## src/rtl/seg7_pkg.sv

```systemverilog
// Shared definitions for the seven-segment scan controller.
// - Default slot timing for a 100 MHz clock (1 ms per digit, 10 us blank).
// - Scan state encoding, digit index type, anode constants and decode helper.
package seg7_pkg;

    localparam int DIGIT_PERIOD_DEF = 100_000;
    localparam int BLANK_DEF        = 1_000;

    localparam logic [3:0] ANODE_OFF = 4'hF;

    typedef logic [1:0] digit_t;
    typedef logic [1:0] state_t;

    localparam state_t ST_IDLE  = 2'd0;
    localparam state_t ST_BLANK = 2'd1;
    localparam state_t ST_SHOW  = 2'd2;

    // Active-low one-hot anode pattern for a digit index.
    function automatic logic [3:0] anode_sel(input digit_t d);
        return ~(4'b0001 << d);
    endfunction

endpackage

```

## src/rtl/seg7_slot_timer.sv

```systemverilog
// Per-digit slot counter.
// - clk, resetn : clock, synchronous active-low reset
// - run         : count while high; counter is forced to 0 while low
// - blank_done  : counter is on the last blanking cycle of the slot
// - tc          : counter is on the last cycle of the slot (wraps to 0 next)
module seg7_slot_timer
    import seg7_pkg::*;
#(
    parameter int DIGIT_PERIOD_CYC = DIGIT_PERIOD_DEF,
    parameter int BLANK_CYC        = BLANK_DEF
) (
    input  logic clk,
    input  logic resetn,
    input  logic run,
    output logic blank_done,
    output logic tc
);

    localparam int CW = $clog2(DIGIT_PERIOD_CYC);
    localparam logic [CW-1:0] TC_VAL    = CW'(DIGIT_PERIOD_CYC - 1);
    localparam logic [CW-1:0] BLANK_END = CW'(BLANK_CYC - 1);

    logic [CW-1:0] count;

    always_ff @(posedge clk) begin
        if (!resetn)
            count <= '0;
        else if (!run || tc)
            count <= '0;
        else
            count <= count + 1'b1;
    end

    assign blank_done = (count == BLANK_END);
    assign tc         = (count == TC_VAL);

endmodule

```

## src/rtl/seg7_scan_controller.sv

```systemverilog
// Time-multiplexed scan sequencer for a 4-digit seven-segment display.
// - clk, resetn  : clock, synchronous active-low reset
// - enable       : 1 = scan, 0 = all digits dark
// - value        : four nibbles, value[4i+3:4i] is digit i
// - dp_mask      : decimal point request per digit, active-high
// - mux_control  : digit index for the external nibble mux
// - snap_value   : frame-stable copy of value for the mux data inputs
// - anode_n      : active-low anodes, at most one low at any time
// - dp_n         : active-low decimal point
// - frame_done   : one-cycle pulse when the digit-3 slot completes
// Each slot starts with a blank gap (all anodes off) before the digit is lit,
// so the mux select only ever moves while the display is dark.
module seg7_scan_controller
    import seg7_pkg::*;
#(
    parameter int DIGIT_PERIOD_CYC = DIGIT_PERIOD_DEF,
    parameter int BLANK_CYC        = BLANK_DEF
) (
    input  logic        clk,
    input  logic        resetn,
    input  logic        enable,
    input  logic [15:0] value,
    input  logic [3:0]  dp_mask,
    output logic [1:0]  mux_control,
    output logic [15:0] snap_value,
    output logic [3:0]  anode_n,
    output logic        dp_n,
    output logic        frame_done
);

    state_t state, state_nx;
    digit_t digit_nx;
    logic [3:0] snap_dp;
    logic snap_ld, wrap;
    logic blank_done, tc;

    seg7_slot_timer #(
        .DIGIT_PERIOD_CYC (DIGIT_PERIOD_CYC),
        .BLANK_CYC        (BLANK_CYC)
    ) u_timer (
        .clk        (clk),
        .resetn     (resetn),
        .run        ((state != ST_IDLE) && enable),
        .blank_done (blank_done),
        .tc         (tc)
    );

    always_comb begin
        state_nx = state;
        digit_nx = mux_control;
        snap_ld  = 1'b0;
        wrap     = 1'b0;
        case (state)
            ST_IDLE: begin
                if (enable) begin
                    state_nx = ST_BLANK;
                    digit_nx = '0;
                    snap_ld  = 1'b1;
                end
            end
            ST_BLANK: begin
                if (!enable)
                    state_nx = ST_IDLE;
                else if (blank_done)
                    state_nx = ST_SHOW;
            end
            ST_SHOW: begin
                if (!enable)
                    state_nx = ST_IDLE;
                else if (tc) begin
                    state_nx = ST_BLANK;
                    digit_nx = mux_control + 2'd1;
                    // Frame boundary: latch new display data on the 3->0 wrap.
                    if (mux_control == 2'd3) begin
                        wrap    = 1'b1;
                        snap_ld = 1'b1;
                    end
                end
            end
            default: state_nx = ST_IDLE;
        endcase
    end

    // Outputs are decoded from next-state so they are registered and change
    // on the same edge as the state they describe.
    always_ff @(posedge clk) begin
        if (!resetn) begin
            state       <= ST_IDLE;
            mux_control <= '0;
            snap_value  <= '0;
            snap_dp     <= '0;
            anode_n     <= ANODE_OFF;
            dp_n        <= 1'b1;
            frame_done  <= 1'b0;
        end else begin
            state       <= state_nx;
            mux_control <= digit_nx;
            frame_done  <= wrap;
            if (snap_ld) begin
                snap_value <= value;
                snap_dp    <= dp_mask;
            end
            // SHOW is never entered on a snapshot edge, so snap_dp is current.
            if (state_nx == ST_SHOW) begin
                anode_n <= anode_sel(digit_nx);
                dp_n    <= ~snap_dp[digit_nx];
            end else begin
                anode_n <= ANODE_OFF;
                dp_n    <= 1'b1;
            end
        end
    end

endmodule
```

## config.mk

```make
export PLATFORM = sky130hd
export DESIGN_NAME = seg7_scan_controller
export DESIGN_NICKNAME = d
export VERILOG_FILES = /design/src/rtl/seg7_pkg.sv /design/src/rtl/seg7_slot_timer.sv /design/src/rtl/seg7_scan_controller.sv
export SDC_FILE = /design/constraint.sdc
export NUM_CORES = 1
export LEC_CHECK = 0
export BUFFER_PORTS_ARGS = -buffer_cell sky130_fd_sc_hd__buf_4
export CAP_MARGIN = 10
export CORE_ASPECT_RATIO = 0.6
export CORE_UTILIZATION = 52
export CTS_CLUSTER_DIAMETER = 60
export DETAILED_ROUTE_END_ITERATION = 12
export GPL_TIMING_DRIVEN = 0
export PLACE_DENSITY = 0.78
export SYNTH_ARGS = -nofsm -noshare
export SYNTH_HDL_FRONTEND = slang
export SYNTH_SLANG_ARGS = --single-unit
```

## constraint.sdc

```tcl
create_clock -name clk -period 2.8 [get_ports clk]
set_clock_uncertainty 0.2 [all_clocks]
set_input_delay 0.56 -clock clk [delete_from_list [all_inputs] [get_ports clk]]
set_output_delay 0.56 -clock clk [all_outputs]
set_load 0.01 [all_outputs]
```

* After elaboration in Yosys (flattened, before gate mapping)
Cells that the tools add are included.
Operators by class: $mul 0, mux-type cells 17, div/mod/pow operators 0, reduce and logical (&&, ||, !) cells 8, bitwise operators 3, $lt $le $gt $ge 1, add/sub/neg operators 2, shift-type cells 1, equality and inequality tests 6
Operators by type and width (number):
- $add 17x1->17 const B | 1
- $eq 17x10->1 const B | 1
- $eq 17x17->1 const B | 1
- $mux 2 | 8
- $eq 2x2->1 const B | 3
- $pmux 2 s3 | 1
- $mux 1 | 5
- $not 4->4 | 1
- $pmux 2 s2 | 1
- $reduce_and 2->1 | 2
- $shl 1x2->4 const A | 1
- $lt 2x3->1 const B | 1
- $add 2x1->2 const B | 1
- $bmux 1 s2 | 1
- $eq 2x1->1 const B | 1
- $logic_not 2->1 | 1
- $not 1->1 | 2
- $pmux 1 s2 | 1
- $reduce_bool 2->1 | 1
- $reduce_or 2->1 | 1
- $logic_and 1x1->1 | 1
- $logic_not 1->1 | 1
- $logic_or 1x1->1 | 1
Storage, ports and cells: bits in writable memories 0, latch bits 0, ROM bits 0, register bits after elaboration 47, memories 0, output and inout bits 24

* Depth between registers and ports, before layout
Gate-level depths: netlist of run 1.
depth after elaboration 7, gate-level depth with buffers 8

* Hierarchy
From an unflattened synthesis of run 1, not the netlist that was laid out.
Second synthesis, totals: cells, all modules 220, area, all modules 2001.9 µm²
By module, submodules not included:
- seg7_scan_controller | cells each 128, area an instance 1186.1 µm², instances 1, seq. area each 600.6 µm²
- seg7_slot_timer | cells each 92, area an instance 815.8 µm², instances 1, seq. area each 340.3 µm²

* Worst setup path after synthesis of run 1
Ideal clock, no wire load.
path kind reg-to-reg, start register u_timer.count[0], end register dp_n, library setup time 0.117 ns, setup slack 0.579 ns, stages on the path, launching flop included 8, clock period less this slack 2.221 ns, data arrival time 1.904 ns, cells stage by stage dfxtp_1 > ha_1 > and4_1 > nand4_4 > or4b_1 > nand3_2 > mux2i_1 > o22a_1
On the way: word-level cells in the longest chain between the ends 7, elaborated cells on any way between the ends 15, classes of those cells 3 x eq/ne; 10 x mux; 1 x bitwise; 1 x reduce/logical
Ends and longest elaborated chain:
- from (decl) | line seg7_slot_timer.sv:23 | logic [CW-1:0] count;
- from (signal assigned) | line seg7_slot_timer.sv:31 | count <= count + 1'b1;
- $eq 17x17->1 | line seg7_slot_timer.sv:35 | assign tc = (count == TC_VAL);
- $mux 2 | line seg7_scan_controller.sv:70 | else if (tc) begin
- $mux 2 | line seg7_scan_controller.sv:68 | if (!enable)
- $pmux 2 s2 | line seg7_scan_controller.sv:53 | case (state)
- $bmux 1 s2 | line seg7_scan_controller.sv:106 | dp_n <= ~snap_dp[digit_nx];
- $mux 1 (not written as such) | line seg7_scan_controller.sv:106
- $not 1->1 | line seg7_scan_controller.sv:106
- to (signal assigned) | line seg7_scan_controller.sv:106
- to (decl) | line seg7_scan_controller.sv:27 | output logic dp_n,
Parallel ways exist; a longest one is shown, timed or not. The select of a mux whose other input is x is not followed. A chain may end at the register's enable or synchronous reset.

* Worst setup path in the final report of run 1
start register u_timer.count[0], end register snap_value[2]
On the way: word-level cells in the longest chain between the ends 4
Ends and longest elaborated chain:
- $eq 17x17->1 | line seg7_slot_timer.sv:35
- $mux 1 | line seg7_scan_controller.sv:70
- $mux 1 | line seg7_scan_controller.sv:68
- $pmux 1 s2 | line seg7_scan_controller.sv:53
- to (signal assigned) | line seg7_scan_controller.sv:100 | snap_value <= value;
- to (decl) | line seg7_scan_controller.sv:25 | output logic [15:0] snap_value,
No other way between the ends.

==> out/results.tsv, run 1 <==
stage	metric	value	unit
cts	cts_buffers	5	
yosys	synth.most_common_cell	dfxtp_1	
pwr	p_leak	1.01	nW
yosys	synth_flop_cell	dfxtp_1	
place	port_buffers	46	
yosys	synthArstFlopShare	0	%
cells_and_area	antennaDiodeCount	0	
route	ant_nets	0	
pwr	intPower	0.000929	W
route	drcViolationCount	0	
pwr	seqPwrFrac	57.1	%
worst_setup_path	crit_required	2.79	ns
worst_setup_path	endpoint_kind	flip-flop	
floorplanning	dieArea	0.00399	mm^2
cells_and_area	layout-drive-gt1-share	24.2	%
yosys	synth-seq-cells	47	
cts	cts_setup_buffers	0	
route	num_vias	1491	
grt	grt_pass1_wl	6090	um
cts	cts_tree	done	
floorplanning	rows	16	
cts	cts.repair.resized	0	
cells_and_area	nNetsFinal	272	
worst_setup_path	cp_data_arrival_time	2.43	ns
sta	fin_crit_sh	87.1	%
pwr	ir_drop	301	uV
sta	slew_viol_final	0	
worst_setup_path	r2r_slack	0.36	ns
cts	cts.sinks	47	
grt	grt_overflow_total	0	
min_path	hp-class	reg2reg	
worst_setup_path	crit_chain	ha_1 > and4_1 > and4_1 > nand2_1 > a21oi_1 > buf_4 > mux2i_1 > nor2b_1	
worst_setup_path	max_stage_delay	0.39	ns
route	viasPerCell	5.09	
place	place_congestion	0.775	
yosys	syn_inst	194	
cts	path_clk_slew	0.09	ns
route	dr.pass1.iters	4	
worst_setup_path	slowest_stage	dfxtp_1	
sta	clock.fmax	0.410	GHz
run	max_cap_violations	0	
sta	finalSetupViolCount	0	
run_status	status	finished clean	
grt	grt_usage	20.4	%
pwr	power	0.00122	W
pwr	powerDensity	502	mW/mm^2
yosys	synth_top_area_share	48.5	%
worst_setup_path	start_kind	flip-flop	
place	dp_hpwl	2860	um
grt	antenna_found_initial	0	
yosys	yosysWarnings	0	
cells_and_area	area_delta_synth_final	25.5	%
floorplanning	start_util	57.0	%
yosys	yosysTopAreaCell	dfxtp_1	
worst_setup_path	path_common_cell	and4_1	
route	wl_per_cell	12.8	um
pwr	switching_share	24.0	%
grt	grt_max_degree	17	
pwr	p_sw	0.000293	W
route	drtIter0Drc	48	
cts	cts_root_buffer	clkbuf_8	
sta	slew_headroom	55.7	%
sta	worst_pin_slew	0.664	ns
floorplanning	die_y	49.3	um
sta	rsz0062_at_grt	false	
yosys	synth.distinct_cells	33	
yosys	netlist_area	0.00194	mm^2
cts	clkLatencyLatePin	0.30	ns
pwr	combPwrFrac	9.0	%
grt	grt_pass1_vias	1300	
sta	fin_setup_tns	0	ns
yosys	synth_edf_count	0	
floorplanning	coreArea	0.00340	mm^2
yosys	synthTopCellsByCount	dfxtp_1 (47), mux2i_1 (22), nor2_1 (21), nor2b_1 (21), nand2_1 (18)	
sta	layout_min_cycle_time	2.44	ns
cts	h-tree-depth	2	
worst_setup_path	crit_buf_inv	1	
floorplanning	ios	47	
pwr	power.clock.fraction	33.9	%
yosys	synth.avg_cell_area	10.0	um^2
route	drt_wl_total	3760	um
worst_setup_path	critPathKind	reg2reg	
cts	cts_hold_buf	0	
floorplanning	die_w	80.8	um
yosys	synth_nets	219	
worst_setup_path	critPathMaxFanout	10	
yosys	synth.top_cells.by_area	dfxtp_1 (49%), mux2i_1 (11%), nor2b_1 (6.8%)	
sta	hold_violations	0	
yosys	ys_seq_area_share	48.5	%
cts	clockBufferDepth	2	
worst_setup_path	critPathTopFamily	simple AND/OR/NAND/NOR gates	
[registers in the layout, indices dropped and copies added (netlist names)]
signal	flops
anode_n	4
dp_n	1
frame_done	1
mux_control	2
snap_dp	4
snap_value	16
state	2
u_timer.count	17
[cell type report]
class,count,area (um^2)
Timing Repair Buffer,46,345
Clock inverter,3,25.0
Inverter,1,3.75
Tap cell,45,56.3
Buffer,6,30.0
Sequential cell,47,941
Clock buffer,5,68.8
Fill cell,277,968
Multi-Input combinational cell,140,965
[power groups by stage]
stage                     Clock [W]  Sequential [W]  Combinational, W
after floorplan                   0        0.000718         0.0000486
after global placement            0        0.000713          0.000109
after detailed placement          0        0.000713          0.000112
after CTS                  0.000428        0.000698          0.000112
after global routing       0.000453        0.000700          0.000120
final                      0.000414        0.000698          0.000110
[final timing paths]
| check | startpoint | to | cells after the start |
|---|---|---|---|
| setup / recovery | u_timer.count[0] | snap_value[2] | 8 |
| hold / removal | u_timer.count[0] | u_timer.count[0] | 1 |
| setup reg to reg | u_timer.count[0] | snap_value[2] | 8 |
| hold reg to reg | u_timer.count[0] | u_timer.count[0] | 1 |
[worst register-to-register path: cells and delay by family, from the launching register on]
| family | cells | cell delay, ns |
|---|---|---|
| buffers and inverters | 1 | 0.27 |
| DFF | 1 | 0.39 |
| muxes | 1 | 0.23 |
| AOI/OAI and AO/OA | 1 | 0.24 |
| adders and majority gates | 1 | 0.25 |
| and+or+nand+nor | 4 | 0.76 |
[metrics by stage]
stage / setup slack, ns / area (um^2) / hold WS (ns) / cells / utilization (%)
detailed placement: 0.385 / 2340 / 0.276 / 285 / 68.8
CTS: 0.368 / 2430 / 0.297 / 293 / 71.5
finish: 0.360 / 2430 / 0.289 / 293 / 71.5
global placement: 0.401 / 2340 / 0.250 / 285 / 68.8
global route: 0.202 / 2430 / 0.310 / 293 / 71.5
floorplan: 0.579 / 1940 / 0.230 / 194 / -
[logic make-up (layout without fill, tap and decap cells)]
kind of cell | after synthesis | after routing | share of synthesized area, %
compound gates | 5 | 5 | 2.00
simple gates | 96 | 96 | 28.3
xor+xnor | 15 | 15 | 6.77
buf+inv | 7 | 61 | 1.74
flops | 47 | 47 | 48.5
fa+ha+maj | 2 | 2 | 1.29
mux | 22 | 22 | 11.4
[per-layer routing]
| layer | global-route usage (%) | part of all wire, % | vias to the layer above | wire length [um] |
|---|---|---|---|---|
| met5 | 0 | 0 | - | 0 |
| met4 | 6.25 | 0.93 | 0 | 35 |
| met3 | 6.92 | 7.2 | 5 | 272 |
| met2 | 25.4 | 37 | 53 | 1400 |
| met1 | 32.0 | 55 | 671 | 2060 |
| li1 | - | - | 762 | - |
[cell usage in the layout (no fill, tap or decap), types with 2 or more instances in the layout]
master / Yosys / layout
clkbuf_1: 4 / 4
nand2_1: 18 / 18
clkbuf_8: 0 / 5
nand2b_1: 4 / 4
mux2i_1: 22 / 22
nand4_1: 2 / 2
dfxtp_1: 47 / 47
clkinv_4: 0 / 2
xor2_1: 9 / 9
xnor2_1: 6 / 6
buf_4: 2 / 48
nor2b_1: 21 / 21
and2_1: 3 / 3
nor3_1: 2 / 2
and3_1: 6 / 6
and4_1: 2 / 2
nand3_1: 7 / 7
ha_1: 2 / 2
nor2_1: 21 / 21
Power figures use the tool's default switching activity.
==> run 2: changes to the inputs <==
ABC_CLOCK_PERIOD_IN_PS = 2800   (was not set)
MAX_ROUTING_LAYER = met4   (was not set)
==> out/results.tsv, run 2 (synthesized netlist as in run 1, its figures left out) <==
stage	metric	value	unit
sta	hold_violations	0	
worst_setup_path	critPathMaxFanout	10	
sta	worst_pin_slew	0.664	ns
sta	layout_min_cycle_time	2.44	ns
floorplanning	rows	16	
cells_and_area	nNetsFinal	272	
cells_and_area	antennaDiodeCount	0	
pwr	seqPwrFrac	57.1	%
floorplanning	die_y	49.3	um
cts	cts_buffers	5	
cells_and_area	layout-drive-gt1-share	24.2	%
cells_and_area	largest_reg_flops	17	
cts	clkLatencyLatePin	0.30	ns
floorplanning	ios	47	
pwr	p_sw	0.000293	W
worst_setup_path	crit_chain	ha_1 > and4_1 > and4_1 > nand2_1 > a21oi_1 > buf_4 > mux2i_1 > nor2b_1	
grt	grt_pass1_wl	6090	um
sta	slew_headroom	55.7	%
pwr	intPower	0.000929	W
sta	clock.fmax	0.410	GHz
cells_and_area	max_flop_register	u_timer.count	
pwr	combPwrFrac	9.0	%
route	wl_per_cell	12.8	um
floorplanning	start_util	57.0	%
cells_and_area	final_common_cell	buf_4	
floorplanning	coreArea	0.00340	mm^2
cts	cts.sinks	47	
route	viasPerCell	5.09	
cells_and_area	finish.utilization	71.5	%
sta	rsz0062_at_grt	false	
sta	fin_setup_tns	0	ns
cts	cts_setup_buffers	0	
run_status	status	finished clean	
grt	antenna_found_initial	0	
grt	grt_pass1_vias	1299	
route	drtIter0Drc	48	
pwr	power.clock.fraction	33.9	%
worst_setup_path	cp_data_arrival_time	2.43	ns
sta	slew_viol_final	0	
cts	cts_tree	done	
sta	finalSetupViolCount	0	
cts	cts_root_buffer	clkbuf_8	
cts	cts_hold_buf	0	
cells_and_area	area_delta_synth_final	25.5	%
worst_setup_path	max_stage_delay	0.39	ns
run	max_cap_violations	0	
sta	fin_crit_sh	87.2	%
floorplanning	dieArea	0.00399	mm^2
place	place_congestion	0.786	
cts	path_clk_slew	0.09	ns
pwr	p_leak	1.01	nW
grt	grt_overflow_total	0	
route	num_vias	1491	
place	port_buffers	46	
worst_setup_path	crit_required	2.79	ns
worst_setup_path	critPathKind	reg2reg	
pwr	powerDensity	502	mW/mm^2
worst_setup_path	path_common_cell	and4_1	
cells_and_area	top_regs	u_timer.count: 17 flops, snap_value: 16 flops	
grt	grt_usage	21.0	%
worst_setup_path	endpoint_kind	flip-flop	
grt	grt_max_degree	17	
route	dr.pass1.iters	4	
pwr	ir_drop	301	uV
cts	cts.repair.resized	0	
cells_and_area	final_cell_mix	buf_4 (48), dfxtp_1 (47), mux2i_1 (22), nor2b_1 (21), nor2_1 (21)	
cts	clockBufferDepth	2	
place	dp_hpwl	2860	um
route	drcViolationCount	0	
route	drt_wl_total	3760	um
worst_setup_path	slowest_stage	dfxtp_1	
worst_setup_path	crit_buf_inv	1	
worst_setup_path	critPathTopFamily	simple AND/OR/NAND/NOR gates	
min_path	hp-class	reg2reg	
floorplanning	die_w	80.8	um
route	ant_nets	0	
pwr	switching_share	24.0	%
cts	h-tree-depth	2	
worst_setup_path	start_kind	flip-flop	
-- run 2: cell counts in the layout (fill, tap and decap cells not counted) --
Identical to the previous run, type by type.
-- run 2: routing by layer --
layer	global-route usage, %	vias up	part of all wire, %
met3	6.17	5	6.5
met1	32.4	671	55
li1	-	762	-
met5	-	-	0
met2	25.4	53	37
met4	6.25	0	0.93
-- run 2: worst paths after layout --
kind                         start               end  slack (ns)  cells past startpoint
hold reg to reg   u_timer.count[0]  u_timer.count[0]        0.29                      1
setup reg to reg  u_timer.count[0]     snap_value[2]        0.36                      8
setup / recovery  u_timer.count[0]     snap_value[2]        0.36                      8
hold / removal    u_timer.count[0]  u_timer.count[0]        0.29                      1
-- run 2: layout make-up --
cell class              instances  area [um^2]
inverters                       1         3.75
multi-input cells             140          965
clock inverters                 3         25.0
clock buffers                   5         68.8
flip-flops and latches         47          941
plain buffers                   6         30.0
fillers                       277          968
well taps                      45         56.3
repair buffers                 46          345
-- run 2: power groups by stage --
stage	logic [W]	clock network (W)	registers, W
2_1_floorplan	0.0000486	0	0.000718
3_3_place_gp	0.000109	0	0.000713
3_5_place_dp	0.000112	0	0.000713
4_1_cts	0.000112	0.000428	0.000698
5_1_grt	0.000120	0.000453	0.000700
6_report	0.000110	0.000414	0.000698
-- run 2: per-stage QoR --
step                      setup slack, ns  area [um^2]  hold slack [ns]  cells  total power (W)
after global placement              0.401         2340            0.250    285         0.000822
after floorplan                     0.579         1940            0.230    194         0.000767
after global routing                0.202         2430            0.309    293          0.00127
after CTS                           0.368         2430            0.297    293          0.00124
final                               0.360         2430            0.289    293          0.00122
after detailed placement            0.385         2340            0.276    285         0.000825
==> run 3: changes to the inputs <==
CORE_UTILIZATION = 50   (was 52)
PLACE_DENSITY = 0.75   (was 0.78)
==> out/results.tsv, run 3 (synthesized netlist as in run 1, its figures left out) <==
stage	metric	value	unit
worst_setup_path	critPathKind	reg2reg	
grt	grt_usage	20.5	%
route	dr.pass1.iters	4	
cells_and_area	layout-drive-gt1-share	24.2	%
cts	cts.repair.resized	0	
min_path	hold_start	u_timer.count[0]	
worst_setup_path	r2r-end	dp_n	
sta	clock.fmax	0.408	GHz
worst_setup_path	crit_chain	ha_1 > and4_1 > nand4_4 > or4b_1 > nand3_2 > mux2i_1 > o22a_1	
floorplanning	rows	17	
route	wl_per_cell	12.8	um
route	drcViolationCount	0	
grt	grt_pass1_wl	5930	um
worst_setup_path	critPathTopFamily	simple AND/OR/NAND/NOR gates	
pwr	intPower	0.000953	W
route	ant_nets	0	
cts	path_clk_slew	0.09	ns
pwr	powerDensity	509	mW/mm^2
floorplanning	start_util	52.7	%
cts	cts.sinks	47	
cts	cts_setup_buffers	0	
pwr	switching_share	23.4	%
floorplanning	die_w	82.4	um
worst_setup_path	max_stage_delay	0.51	ns
cells_and_area	final_cell_mix	buf_4 (48), dfxtp_1 (47), mux2i_1 (22), nor2b_1 (21), nor2_1 (21)	
sta	slew_viol_final	0	
route	drtIter0Drc	84	
grt	grt_max_degree	16	
grt	antenna_found_initial	0	
floorplanning	ios	47	
sta	worst_pin_slew	0.762	ns
sta	slew_headroom	49.2	%
sta	fin_setup_tns	0	ns
worst_setup_path	critPathMaxFanout	7	
pwr	ir_drop	303	uV
cts	h-tree-depth	2	
run	max_cap_violations	0	
worst_setup_path	r2r_slack	0.35	ns
route	num_vias	1476	
floorplanning	coreArea	0.00368	mm^2
sta	layout_min_cycle_time	2.45	ns
grt	grt_overflow_total	0	
pwr	p_leak	1.01	nW
worst_setup_path	cp_data_arrival_time	2.50	ns
place	place_congestion	0.800	
cts	clockBufferDepth	2	
grt	grt_pass1_vias	1264	
cts	cts_tree	done	
pwr	seqPwrFrac	56.1	%
min_path	hp-class	reg2reg	
cts	cts_root_buffer	clkbuf_8	
sta	hold_ws	0.283	ns
cells_and_area	top_regs	u_timer.count: 17 flops, snap_value: 16 flops	
pwr	power.clock.fraction	35.0	%
pwr	p_sw	0.000290	W
min_path	min_delay_path_depth	1	
worst_setup_path	worst_r2r_path_depth	7	
sta	hold_violations	0	
sta	fin_crit_sh	87.6	%
cts	cts_buffers	5	
route	drt_wl_total	3780	um
cells_and_area	multi_input_area	965	um^2
worst_setup_path	crit_required	2.85	ns
cells_and_area	largest_reg_flops	17	
worst_setup_path	start_kind	flip-flop	
place	dp_hpwl	2790	um
cells_and_area	antennaDiodeCount	0	
run_status	status	finished clean	
route	viasPerCell	5.00	
min_path	hold-path-endpoint	u_timer.count[0]	
sta	finalSetupViolCount	0	
worst_setup_path	endpoint_kind	flip-flop	
cells_and_area	area_delta_synth_final	25.9	%
sta	rsz0062_at_grt	false	
cts	cts_hold_buf	0	
cells_and_area	nNetsFinal	272	
cells_and_area	num-fill-cells	296	
cells_and_area	max_flop_register	u_timer.count	
place	port_buffers	46	
floorplanning	die_y	50.2	um
worst_setup_path	r2r_start	u_timer.count[0]	
worst_setup_path	crit_buf_inv	0	
cells_and_area	seqCellArea	941	um^2
floorplanning	dieArea	0.00414	mm^2
cts	clkLatencyLatePin	0.30	ns
cells_and_area	final_common_cell	buf_4	
pwr	combPwrFrac	8.9	%
worst_setup_path	slowest_stage	or4b_1	
run 3: cell type report:
| cell class | count | share of cell area [%] |
|---|---|---|
| clock buffers | 6 | 3.38 |
| inverters | 1 | 0.154 |
| multi-input cells | 140 | 39.5 |
| flip-flops and latches | 47 | 38.5 |
| plain buffers | 6 | 1.23 |
| clock inverters | 2 | 0.666 |
| well taps | 47 | 2.41 |
| repair buffers | 46 | 14.1 |
run 3: worst max-delay path by stage:
stage                     slack [ns]    to              from  cells past startpoint
final                           0.35  dp_n  u_timer.count[0]                      7
after global routing            0.21  dp_n  u_timer.count[0]                      7
after CTS                       0.33  dp_n  u_timer.count[0]                      7
after detailed placement        0.36  dp_n  u_timer.count[0]                      7
after global placement          0.38  dp_n  u_timer.count[0]                      7
after floorplan                 0.58  dp_n  u_timer.count[0]                      7
run 3: power by group through the flow:
stage	Sequential, W	Combinational, W	Clock (W)
final	0.000697	0.000110	0.000435
after global routing	0.000700	0.000119	0.000480
after CTS	0.000698	0.000111	0.000444
after detailed placement	0.000713	0.000111	0
after global placement	0.000713	0.000109	0
after floorplan	0.000718	0.0000486	0
run 3: stage by stage:
stage,total power [W],util [%],cells,setup WS (ns),instance area (um^2)
2_1_floorplan,0.000767,-,194,0.579,1940
4_1_cts,0.00125,66.4,295,0.331,2440
5_1_grt,0.00130,66.4,295,0.209,2440
6_report,0.00124,66.4,295,0.348,2440
3_5_place_dp,0.000823,63.7,287,0.359,2340
3_3_place_gp,0.000822,63.7,287,0.385,2340
run 3: per-layer routing:
metal  routed length (um)  global-route usage (%)  vias to the layer above
li1                     -                       -                      766
met1                 2110                    30.3                      667
met2                 1400                    23.6                       35
met3                  209                    8.00                        8
met4                   63                    8.77                        0
met5                    0                       -                        -
run 3: worst register-to-register path: stages (launching register included):
cell	delay (ns)
dfxtp_1	0.38
ha_1	0.25
and4_1	0.37
nand4_4	0.18
or4b_1	0.51
nand3_2	0.15
mux2i_1	0.21
o22a_1	0.15
